### config.mk
export PLATFORM = sky130hd
export DESIGN_NAME = crc_rx_stream
export DESIGN_NICKNAME = d
export VERILOG_FILES = /design/src/rtl/crc_rx_stream.sv
export SDC_FILE = /design/constraint.sdc
export NUM_CORES = 1
export LEC_CHECK = 0
export ABC_AREA = 1
export BUFFER_PORTS_ARGS = -buffer_cell sky130_fd_sc_hd__buf_2
export CAP_MARGIN = 20
export CORE_MARGIN = 2
export CORE_UTILIZATION = 45
export DETAILED_ROUTE_END_ITERATION = 10
export PLACE_DENSITY = 0.78
export SYNTH_ARGS = -nofsm -noshare
export SYNTH_HDL_FRONTEND = slang
export SYNTH_SLANG_ARGS = --single-unit
### constraint.sdc
create_clock -name clk -period 1.75 [get_ports clk]
set_input_delay 0.175 -clock clk [delete_from_list [all_inputs] [get_ports clk]]
set_output_delay 0.175 -clock clk [all_outputs]
set_load 0.005 [all_outputs]
### src/rtl/crc_rx_stream.sv
// Streaming CRC checker: accepts a codeword, folds STEP bits per clock into a
// long-division remainder, then presents the payload with a pass/fail verdict.
module crc_rx_stream #(
   parameter int unsigned BW     = 40,
   parameter int unsigned CRC_BW = 8,
   parameter logic [CRC_BW-1:0] POLY = 'h07,
   parameter int unsigned STEP   = 8,
   parameter int unsigned CNT_W  = 16
) (
   input  logic                   clk,
   input  logic                   rstn,
   input  logic                   in_valid,
   output logic                   in_ready,
   input  logic [BW+CRC_BW-1:0]   in,
   output logic                   out_valid,
   input  logic                   out_ready,
   output logic [BW-1:0]          out,
   output logic                   crc_ok,
   output logic [CNT_W-1:0]       err_cnt,
   input  logic                   clr_cnt
);

   localparam int unsigned W      = BW + CRC_BW;
   localparam int unsigned NCYC   = W / STEP;
   localparam int unsigned CNT_BW = $clog2(NCYC + 1);

   typedef enum logic [1:0] {StIdle, StCalc, StDone} state_e;

   state_e              state_q, state_d;
   logic [W-1:0]        sh_q, sh_d;
   logic [CRC_BW-1:0]   syn_q, syn_d, syn_fold;
   logic [CNT_BW-1:0]   cnt_q, cnt_d;
   logic [BW-1:0]       out_q, out_d;
   logic                ok_q, ok_d;

   // Long division: shift codeword bits into the remainder, reduce on overflow.
   always_comb begin
      logic msb;
      syn_fold = syn_q;
      for (int i = 0; i < int'(STEP); i++) begin
         msb      = syn_fold[CRC_BW-1];
         syn_fold = (syn_fold << 1) | CRC_BW'(sh_q[W-1-i]);
         if (msb) syn_fold = syn_fold ^ POLY;
      end
   end

   always_comb begin
      state_d = state_q;
      sh_d    = sh_q;
      syn_d   = syn_q;
      cnt_d   = cnt_q;
      out_d   = out_q;
      ok_d    = ok_q;
      case (state_q)
         StIdle: begin
            if (in_valid) begin
               sh_d    = in;
               syn_d   = '0;
               cnt_d   = '0;
               out_d   = in[W-1 -: BW];
               state_d = StCalc;
            end
         end
         StCalc: begin
            // One extra cycle after the last fold registers the verdict.
            if (cnt_q == CNT_BW'(NCYC)) begin
               ok_d    = (syn_q == '0);
               state_d = StDone;
            end else begin
               syn_d = syn_fold;
               sh_d  = sh_q << STEP;
               cnt_d = cnt_q + CNT_BW'(1);
            end
         end
         StDone: begin
            if (out_ready) state_d = StIdle;
         end
         default: state_d = StIdle;
      endcase
   end

   always_ff @(posedge clk or negedge rstn) begin
      if (!rstn) begin
         state_q <= StIdle;
         sh_q    <= '0;
         syn_q   <= '0;
         cnt_q   <= '0;
         out_q   <= '0;
         ok_q    <= 1'b0;
      end else begin
         state_q <= state_d;
         sh_q    <= sh_d;
         syn_q   <= syn_d;
         cnt_q   <= cnt_d;
         out_q   <= out_d;
         ok_q    <= ok_d;
      end
   end

   always_ff @(posedge clk or negedge rstn) begin
      if (!rstn) begin
         err_cnt <= '0;
      end else if (clr_cnt) begin
         err_cnt <= '0;
      end else if (out_valid && out_ready && !ok_q && (err_cnt != '1)) begin
         err_cnt <= err_cnt + CNT_W'(1);
      end
   end

   assign in_ready  = (state_q == StIdle);
   assign out_valid = (state_q == StDone);
   assign out       = out_q;
   assign crc_ok    = ok_q;

endmodule
==> summary.txt, run 1 <==
Status
  • Status: complete, no violations

Worst setup path
  • CP required: 2.10 ns
  • Buf/Inv on CP: 1
  • Setup crit end kind: register
  • Critical path cell sequence: ha_1, nand2_1, nor2_4, nand2_2, o21bai_4, buf_4, nand3_1, nand2_1
  • Data arrival time of the critical path: 2.00 ns
  • Slowest CP cell: dfrtp_1
  • Worst path depth: 8
  • Worst r2r src: err_cnt[0]
  • Nature of the critical path startpoint: register
  • Crit path max fanout: 7
  • Max stage delay on crit path: 0.40 ns
  • Worst path top cell family by delay: simple AND/OR/NAND/NOR gates
  • Kind of critical path: reg -> reg
  • Most used cell, CP: nand2_1
  • Reg2Reg Setup Slack: 0.1 ns
  • Worst reg2reg path depth: 8
  • RR Endpoint: err_cnt[7]

Placed design
  • RePlAce Congestion: 0.829
  • Post-DP HPWL: 9110 um
  • Post-DP Area: 6250 sq um
  • I/O Buffers: 111

Logic synthesis
  • Main flop type after synthesis: dfrtp_1
  • Syn Area/Cell: 8.28 sq um
  • Ranking of synthesized cells by area: dfrtp_1, nand2_1, inv_1
  • Synth top area share: 54.0%
  • Synthesized instance count: 661
  • Synth Warn #: 0
  • Syn nets: 717
  • Most numerous cell in the Yosys netlist: nand2_1
  • Ys async rst share: 100%
  • Synth area leader: dfrtp_1
  • FF+latch count, synth: 118
  • Number of flops mapped to enable cells by yosys: 0
  • Synthesized area: 5470 sq um
  • Post-synth cell types: 28
  • Synth cell count leaders: nand2_1, dfrtp_1, inv_1, nor2_1, nand3_1
  • Seq/Total Area, Yosys: 54.0%

Final layout
  • Area growth from synthesis to layout: 32.7%
  • Layout cells sized above 1: 21.4%
  • # nets final: 880
  • Antenna cells: 0
  • Final instance area: 7260 sq um
  • Fillcell total: 1010

Detailed routing
  • ANT nets after route: 0
  • Routed len/inst: 14.3 um
  • DR vias/cell: 5.01
  • Drt first pass iters: 5
  • Final wirelength: 14100 um
  • DRT iter0 DRCs: 414
  • Post-route DRC: 0
  • Vias: 4929

Die
  • Die width: 114 um
  • I/O pin count: 112
  • Core Box Area: 12000 sq um
  • Die area: 13100 sq um
  • Initial Util: 45.7%
  • Die height: 114 um
  • Row cnt: 40

STA
  • Period minus WS final: 1.65 ns
  • Fin Clk Skew: 0.0177 ns
  • Max Clk Rate: 606 MHz
  • Worst Tran Pin Value: 0.491 ns
  • Setup TNS: 0 ns
  • # setup viols final: 0
  • Final hold vios: 0
  • Max Transition Viols Final: 0
  • Fin crit share: 94.3%
  • Worst rel slew slack: 67.2%

Clocking
  • Clk root buf: clkbuf_16
  • Htree depth: 4
  • Clk slew on worst S/H paths: 0.06 ns
  • CTS tree: yes
  • Clock buffer depth: 2
  • Sink Count: 118
  • Total CTS buffers: 17
  • Worst-Skew Late Latency: 0.42 ns

Power
  • Power Density: 1700 nW/um^2
  • Total power: 0.0124 W
  • Peak VDD IR: 0.000884 V
  • Leakage: 3.82 nW

Min path
  • Min-Delay Path Depth: 3
  • Critical hold path startpoint: in[8]
  • Worst hold path type: in -> reg
  • Hold Path Sink: out[0]

GRT
  • Initial antenna violation count: 0
  • First-pass GRT wire length: 22700 um
  • GR Util All Layers: 22.3%
  • Grt total ovfl: 0
  • Vias in the first global route: 4857
  • Pin count of the biggest net entering global routing: 43

Flow run
  • Max Cap Violations: 0
==> logic make-up after synthesis <==
family | count (synthesis) | share of synthesized area (%)
buf+inv | 94 | 7.29
fa+ha+maj | 3 | 0.686
xor+xnor | 18 | 2.88
simple gates | 350 | 25.7
flops | 118 | 54.0
compound gates | 78 | 9.49
==> flip-flops by register name, summed over array words and instances, names as in the netlist <==
name,count
sh_q,48
out,40
err_cnt,16
syn_q,8
cnt_q,3
state_q,2
crc_ok,1
==> layout by cell type (no fill, tap or decap), types with 6 or more instances in the layout <==
master         count
buf_2            110
buf_4             17
clkbuf_16         17
dfrtp_1          118
dlygate4sd3_1     39
inv_1             64
inv_6              6
nand2_1          270
nand3_1           30
nor2_1            33
o211ai_1          24
o21ai_0           14
o21ai_1           17
o221ai_1          12
xnor2_1           10
xor2_1             8
==> timing repair <==
item                                    in CTS  in global routing
setup buffers                                0                  5
endpoints found under the setup margin       0                 13
gates resized for setup                      0                  2
endpoints found under the hold margin       72                  0
hold buffers                                39                  0
==> worst register-to-register path, stage by stage (launching register included) <==
cell	delay, ns
dfrtp_1	0.40
ha_1	0.22
nand2_1	0.11
nor2_4	0.15
nand2_2	0.12
o21bai_4	0.24
buf_4	0.19
nand3_1	0.08
nand2_1	0.08
==> report_power, final <==
group | internal (W) | total (W) | switching (W)
clock network | 0.00199 | 0.00338 | 0.00139
logic | 0.00189 | 0.00450 | 0.00261
registers | 0.00386 | 0.00448 | 0.000622
total | 0.00773 | 0.0124 | 0.00463
==> routing by layer <==
layer | up-vias | wire length [um] | part of all wire, % | GRT usage [%]
li1 | 2435 | - | - | -
met1 | 2324 | 6340 | 45 | 29.6
met2 | 152 | 6800 | 48 | 35.1
met3 | 18 | 697 | 5.0 | 5.56
met4 | 0 | 227 | 1.6 | 9.19
met5 | - | 0 | 0 | 0
==> cell type report <==
cell class	instances	area [sq um]	share of cell area [%]
Clock buffer	17	425	5.86
Timing Repair Buffer	171	1170	16.1
Clock inverter	15	145	2.00
Sequential cell	118	2950	40.7
Multi-Input combinational cell	449	2130	29.4
Tap cell	147	184	2.53
Inverter	67	251	3.46
==> stage by stage <==
stage	hold slack, ns	std cells	util [%]	setup WS, ns
after floorplan	-0.121	661	-	0.288
after global routing	0.0123	984	60.7	-0.00773
final	0.00455	984	60.7	0.0990
after CTS	0.00469	979	60.3	0.0601
after detailed placement	0.175	908	52.3	0.0925
after global placement	0.175	908	52.3	0.169
==> worst max-delay path by stage <==
| stage | startpoint | endpoint | slack, ns |
|---|---|---|---|
| floorplan | cnt_q[0] | sh_q[10] | 0.29 |
| global placement | err_cnt[0] | err_cnt[1] | 0.17 |
| detailed placement | err_cnt[1] | err_cnt[9] | 0.09 |
| CTS | err_cnt[1] | err_cnt[7] | 0.06 |
| global route | err_cnt[0] | err_cnt[1] | -0.008 |
| finish | err_cnt[0] | err_cnt[7] | 0.1 |
Note: power is estimated with default switching activity, not from simulation.
==> run 2: changes to the inputs <==
--- a/config.mk
+++ b/config.mk
@@ -11,7 +11,7 @@
 export CORE_MARGIN = 2
 export CORE_UTILIZATION = 45
 export DETAILED_ROUTE_END_ITERATION = 10
-export PLACE_DENSITY = 0.78
+export PLACE_DENSITY = 0.8
 export SYNTH_ARGS = -nofsm -noshare
 export SYNTH_HDL_FRONTEND = slang
 export SYNTH_SLANG_ARGS = --single-unit
==> constraint.sdc (replaced) <==
create_clock -name clk -period 1.39 [get_ports clk]
set_input_delay 0.139 -clock clk [delete_from_list [all_inputs] [get_ports clk]]
set_output_delay 0.139 -clock clk [all_outputs]
set_load 0.005 [all_outputs]
==> run 2 against run 1 <==
Against the previous run:
- the run now ends with setup timing left
- largest cell class unchanged
- first-iteration DRC count is 23% higher
- hold slack better by 0.022 ns
- sequential share of layout area down 5.2 points
==> summary.txt, run 2 (synthesis results as in run 1) <==
STA
  • PnR worst setup slack: -0.184 ns
  • Fin Clk Skew: 0.0131 ns
  • Max Clk Rate: 635 MHz
  • Max Transition Viols Final: 0
  • RSZ-0062 raised after global routing: yes
  • Fin crit share: 113%
  • Period minus WS final: 1.57 ns
  • Final hold vios: 0
  • Worst Tran Pin Value: 0.394 ns
  • Worst rel slew slack: 73.7%
  • Setup TNS: -2.55 ns
  • # setup viols final: 55

Final layout
  • Fillcell total: 807
  • Layout cells sized above 1: 31.5%
  • Most frequent cells in the layout: nand2_1, dfrtp_1, buf_2
  • Commonest non-fill, non-tap cell in the layout: nand2_1
  • Fin util: 69.7%
  • # nets final: 941
  • Biggest register: sh_q
  • Max reg flops: 48
  • Area growth from synthesis to layout: 52.3%
  • Final instance area: 8340 sq um
  • Antenna cells: 0

GRT
  • Vias in the first global route: 5118
  • GR Util All Layers: 24.4%
  • First-pass GRT wire length: 24800 um
  • Initial antenna violation count: 0
  • Pin count of the biggest net entering global routing: 57
  • Grt total ovfl: 0

Power
  • Peak VDD IR: 0.00143 V
  • Switching Power: 0.00719 W
  • Leakage: 4.30 nW
  • Sw frac: 38.5%
  • Sequential cell fraction of total power: 30.6%
  • Comb pwr share: 47.0%
  • Clock share of power: 22.4%
  • Total power: 0.0187 W
  • Internal power: 0.0115 W
  • Power Density: 2240 nW/um^2

Die
  • Die height: 114 um
  • Row cnt: 40
  • Die area: 13100 sq um
  • I/O pin count: 112
  • Die width: 114 um
  • Core Box Area: 12000 sq um
  • Initial Util: 45.7%

Clocking
  • Clk root buf: clkbuf_16
  • Worst-Skew Late Latency: 0.42 ns
  • Htree depth: 4
  • Total CTS buffers: 17
  • CTS tree: yes
  • Clock buffer depth: 2
  • Sink Count: 118
  • Clk slew on worst S/H paths: 0.06 ns

Worst setup path
  • Crit path max fanout: 7
  • Worst path top cell family by delay: flip-flops
  • Slowest CP cell: dfrtp_1
  • Buf/Inv on CP: 3
  • CP required: 1.67 ns
  • Max stage delay on crit path: 0.40 ns
  • Critical path cell sequence: inv_2, ha_4, nand2_4, nand2_8, buf_6, nand2_8, buf_12, o211ai_1, o21ai_1
  • Data arrival time of the critical path: 1.86 ns
  • Setup crit end kind: register
  • Nature of the critical path startpoint: register
  • Kind of critical path: reg -> reg
  • Most used cell, CP: nand2_8

Detailed routing
  • ANT nets after route: 0
  • DR vias/cell: 5.24
  • Post-route DRC: 0
  • DRT iter0 DRCs: 511
  • Final wirelength: 17700 um
  • Vias: 5472
  • Drt first pass iters: 4
  • Routed len/inst: 16.9 um

Placed design
  • RePlAce Congestion: 0.835
  • Post-place setup slack: -0.0494 ns
  • Post-DP HPWL: 9470 um
  • Post-DP Area: 6500 sq um
  • I/O Buffers: 111

Min path
  • Worst hold path type: in -> reg

Status
  • Status: complete, but fails checks
  • Failing checks: setup timing

Flow run
  • Max Cap Violations: 0
-- run 2: changes by cell type in the layout (fill, tap and decap cells not counted), moves of 7 or more --
| cell | change |
|---|---|
| buf_4 | +25 |
| buf_6 | +8 |
| clkbuf_16 | +9 |
| dlygate4sd3_1 | +10 |
| nand2_1 | -17 |
| nand2_2 | +11 |
| nor2_1 | -9 |
| o21ai_0 | -7 |
| o21ai_2 | +7 |
| o221ai_1 | -12 |
| o221ai_2 | +11 |
-- run 2: worst paths after layout --
check                          from  endpoint  slack [ns]  cells after the start
max                        cnt_q[0]  sh_q[19]       -0.18                      9
min                          in[36]   out[28]        0.03                      3
max reg2reg                cnt_q[0]  sh_q[19]       -0.18                      9
min reg2reg                  out[2]    out[2]        0.47                      2
max in group asynchronous      rstn  syn_q[6]        0.62                      3
min in group asynchronous      rstn   out[24]        0.14                      2
-- run 2: per-layer routing --
layer  part of all wire [%]  GRT usage [%]
met2                     52           40.3
met5                      0              0
met3                    5.6           5.08
met1                     40           31.6
met4                    3.0           10.0
-- run 2: repair_timing --
item                                    4_1_cts  5_1_grt
resized for setup                            15       82
pin swaps                                     5       23
cloned                                        0       13
hold buffers                                 49        0
buffers inserted                              3       10
endpoints found under the setup margin       33       76
hold endpoints to repair                    179        0
-- run 2: layout make-up --
cell class                 count  area, sq um  share of cell area [%]
tap                          147          184                    2.21
clock inverter                13          125                    1.50
inverter                      67          265                    3.18
sequential                   118         2950                    35.4
clock buffer                  19          443                    5.31
timing repair buffer         231         1920                    23.0
multi-input combinational    450         2450                    29.4
-- run 2: worst register-to-register path: stages, from the launching register on --
cell and delay, ns:
dfrtp_1 0.40, inv_2 0.09, ha_4 0.14, nand2_4 0.06
nand2_8 0.11, buf_6 0.12, nand2_8 0.10, buf_12 0.16
o211ai_1 0.13, o21ai_1 0.14
-- run 2: power groups by stage --
stage                     clock (W)  sequential (W)  combinational [W]
after floorplan                   0         0.00556            0.00389
after global placement            0         0.00559            0.00544
after detailed placement          0         0.00561            0.00567
after CTS                   0.00421         0.00561            0.00596
after global routing        0.00438         0.00584            0.00953
final                       0.00418         0.00572            0.00879
-- run 2: per-stage QoR --
step | hold slack, ns | cells
final | 0.0263 | 1045
after floorplan | -0.157 | 661
after CTS | 0.00250 | 1022
after global routing | 0.0246 | 1045
after global placement | 0.0506 | 939
after detailed placement | 0.0521 | 939
==> run 3: changes to the inputs <==
--- a/config.mk
+++ b/config.mk
@@ -12,6 +12,7 @@
 export CORE_UTILIZATION = 45
 export DETAILED_ROUTE_END_ITERATION = 10
 export PLACE_DENSITY = 0.8
+export RECOVER_POWER = 25
 export SYNTH_ARGS = -nofsm -noshare
 export SYNTH_HDL_FRONTEND = slang
 export SYNTH_SLANG_ARGS = --single-unit
==> run 3 against run 2 <==
Against the previous run:
- the run still ends with setup timing left
- maximum frequency is 0.95% higher
- non-clock buffer count unchanged
- setup slack improved by 0.015 ns
- routed wire length hardly changed
- final cell count is the same
- power about the same
- clock power hardly changed
- first-iteration DRC count shrank 10%
- core utilization decreased by 0.13 points
- via count rose by 0.24%
- critical path type unchanged
==> summary.txt, run 3 (synthesis results as in run 1) <==
GRT
  • Initial antenna violation count: 0
  • Grt total ovfl: 0
  • GR Util All Layers: 24.4%
  • First-pass GRT wire length: 24800 um
  • Vias in the first global route: 5118
  • Pin count of the biggest net entering global routing: 57

Clocking
  • Sink Count: 118
  • Clk slew on worst S/H paths: 0.06 ns
  • CTS tree: yes
  • Htree depth: 4
  • Worst-Skew Late Latency: 0.42 ns
  • Clock buffer depth: 2
  • Total CTS buffers: 17
  • Clk root buf: clkbuf_16

STA
  • Period minus WS final: 1.56 ns
  • Fin crit share: 112%
  • Fin Clk Skew: 0.0130 ns
  • Worst Tran Pin Value: 0.573 ns
  • PnR worst setup slack: -0.170 ns
  • Setup TNS: -2.48 ns
  • RSZ-0062 raised after global routing: yes
  • Final hold vios: 0
  • # setup viols final: 53
  • Max Clk Rate: 641 MHz
  • Max Transition Viols Final: 0
  • Worst rel slew slack: 61.8%
  • Final hold slack: 0.0328 ns

Detailed routing
  • DRT iter0 DRCs: 458
  • Top Metal Used: met4
  • Post-route DRC: 0
  • Final wirelength: 17700 um
  • WL met3: 1080 um
  • Drt first pass iters: 5
  • Routed len/inst: 16.9 um
  • ANT nets after route: 0
  • Wire length on met1: 6960 um
  • Routed wl met2: 9100 um
  • Vias: 5485
  • DR vias/cell: 5.25

Placed design
  • RePlAce Congestion: 0.835
  • I/O Buffers: 111
  • Post-place setup slack: -0.0494 ns
  • Post-DP HPWL: 9470 um

Final layout
  • Max reg flops: 48
  • Biggest register: sh_q
  • Register area: 2950 sq um
  • # nets final: 941
  • Commonest non-fill, non-tap cell in the layout: nand2_1
  • Layout cells sized above 1: 31.5%
  • Fillcell total: 808
  • Most frequent cells in the layout: nand2_1, dfrtp_1, buf_2
  • Antenna cells: 0
  • Area of the multi-input gates: 2450 sq um
  • Area growth from synthesis to layout: 52.1%

Worst setup path
  • Data arrival time of the critical path: 1.84 ns
  • Crit path max fanout: 7
  • Crit path from: cnt_q[0]
  • Critical path cell sequence: inv_2, ha_4, nand2_4, nand2_8, buf_6, nand2_8, buf_12, o211ai_1, o21ai_1
  • Slowest CP cell: dfrtp_1
  • Worst setup endpoint: sh_q[19]
  • Setup crit end kind: register
  • Kind of critical path: reg -> reg
  • Max stage delay on crit path: 0.40 ns
  • Nature of the critical path startpoint: register
  • Worst reg2reg path depth: 9
  • Worst r2r src: cnt_q[0]
  • Most used cell, CP: nand2_8
  • CP required: 1.67 ns
  • RR Endpoint: sh_q[19]
  • Reg2Reg Setup Slack: -0.17 ns

Die
  • Row cnt: 40
  • Initial Util: 45.7%
  • Core Box Area: 12000 sq um
  • Die width: 114 um
  • Die height: 114 um
  • I/O pin count: 112
  • Die area: 13100 sq um

Power
  • Leakage: 4.29 nW
  • Total power: 0.0187 W
  • Power Density: 2250 nW/um^2
  • Peak VDD IR: 0.00142 V

Flow run
  • Max Cap Violations: 0

Status
  • Failing checks: setup timing
  • Status: complete, but fails checks

Min path
  • Worst hold path type: in -> reg
run 3: how the worst min path moves through the flow:
stage,slack [ns],depth (start not counted),startpoint,to
3_3_place_gp,0.05,1,rstn,out[21]
2_1_floorplan,-0.16,0,rstn,cnt_q[0]
5_1_grt,0.02,3,in[36],out[28]
4_1_cts,0.002,3,in[36],out[28]
6_report,0.03,3,in[36],out[28]
3_5_place_dp,0.05,1,rstn,out[21]
run 3: layout make-up:
type                            instances  area share (%)
Sequential cell                       118            35.5
Tap cell                              147            2.21
Multi-Input combinational cell        450            29.4
Inverter                               67            3.19
Timing Repair Buffer                  231            22.9
Clock buffer                           19            5.32
Clock inverter                         13            1.50
run 3: stage by stage:
| stage | area, sq um | std cells | utilization (%) |
|---|---|---|---|
| 2_1_floorplan | 5490 | 661 | - |
| 4_1_cts | 7630 | 1022 | 63.8 |
| 3_5_place_dp | 6500 | 939 | 54.3 |
| 6_report | 8320 | 1045 | 69.6 |
| 5_1_grt | 8320 | 1045 | 69.6 |
| 3_3_place_gp | 6500 | 939 | 54.3 |
run 3: routing by layer:
layer	GRT usage, %	vias up
met3	5.08	47
met2	40.3	256
li1	-	2558
met5	0	-
met4	10.0	0
met1	31.6	2624
run 3: repair_timing:
| action | in CTS | in global routing |
|---|---|---|
| gates cloned | 0 | 13 |
| setup endpoints to repair | 33 | 76 |
| pin swaps | 5 | 23 |
| setup buffers | 3 | 10 |
| hold buffers | 49 | 0 |
| hold endpoints to repair | 179 | 0 |
| resized for setup | 15 | 82 |
run 3: where the power goes:
part / leakage, nW / switching [W] / internal (W)
combinational: 2.53 / 0.00467 / 0.00411
sequential: 1.49 / 0.000857 / 0.00487
clock: 0.274 / 0.00166 / 0.00252
run 3: worst max-delay path, delay by kind of cell, from the launching register on:
family	cells	cell delay [ns]
and+or+nand+nor	3	0.27
buffers and inverters	3	0.37
adders and majority gates	1	0.14
AOI/OAI and AO/OA	2	0.25
DFF	1	0.40
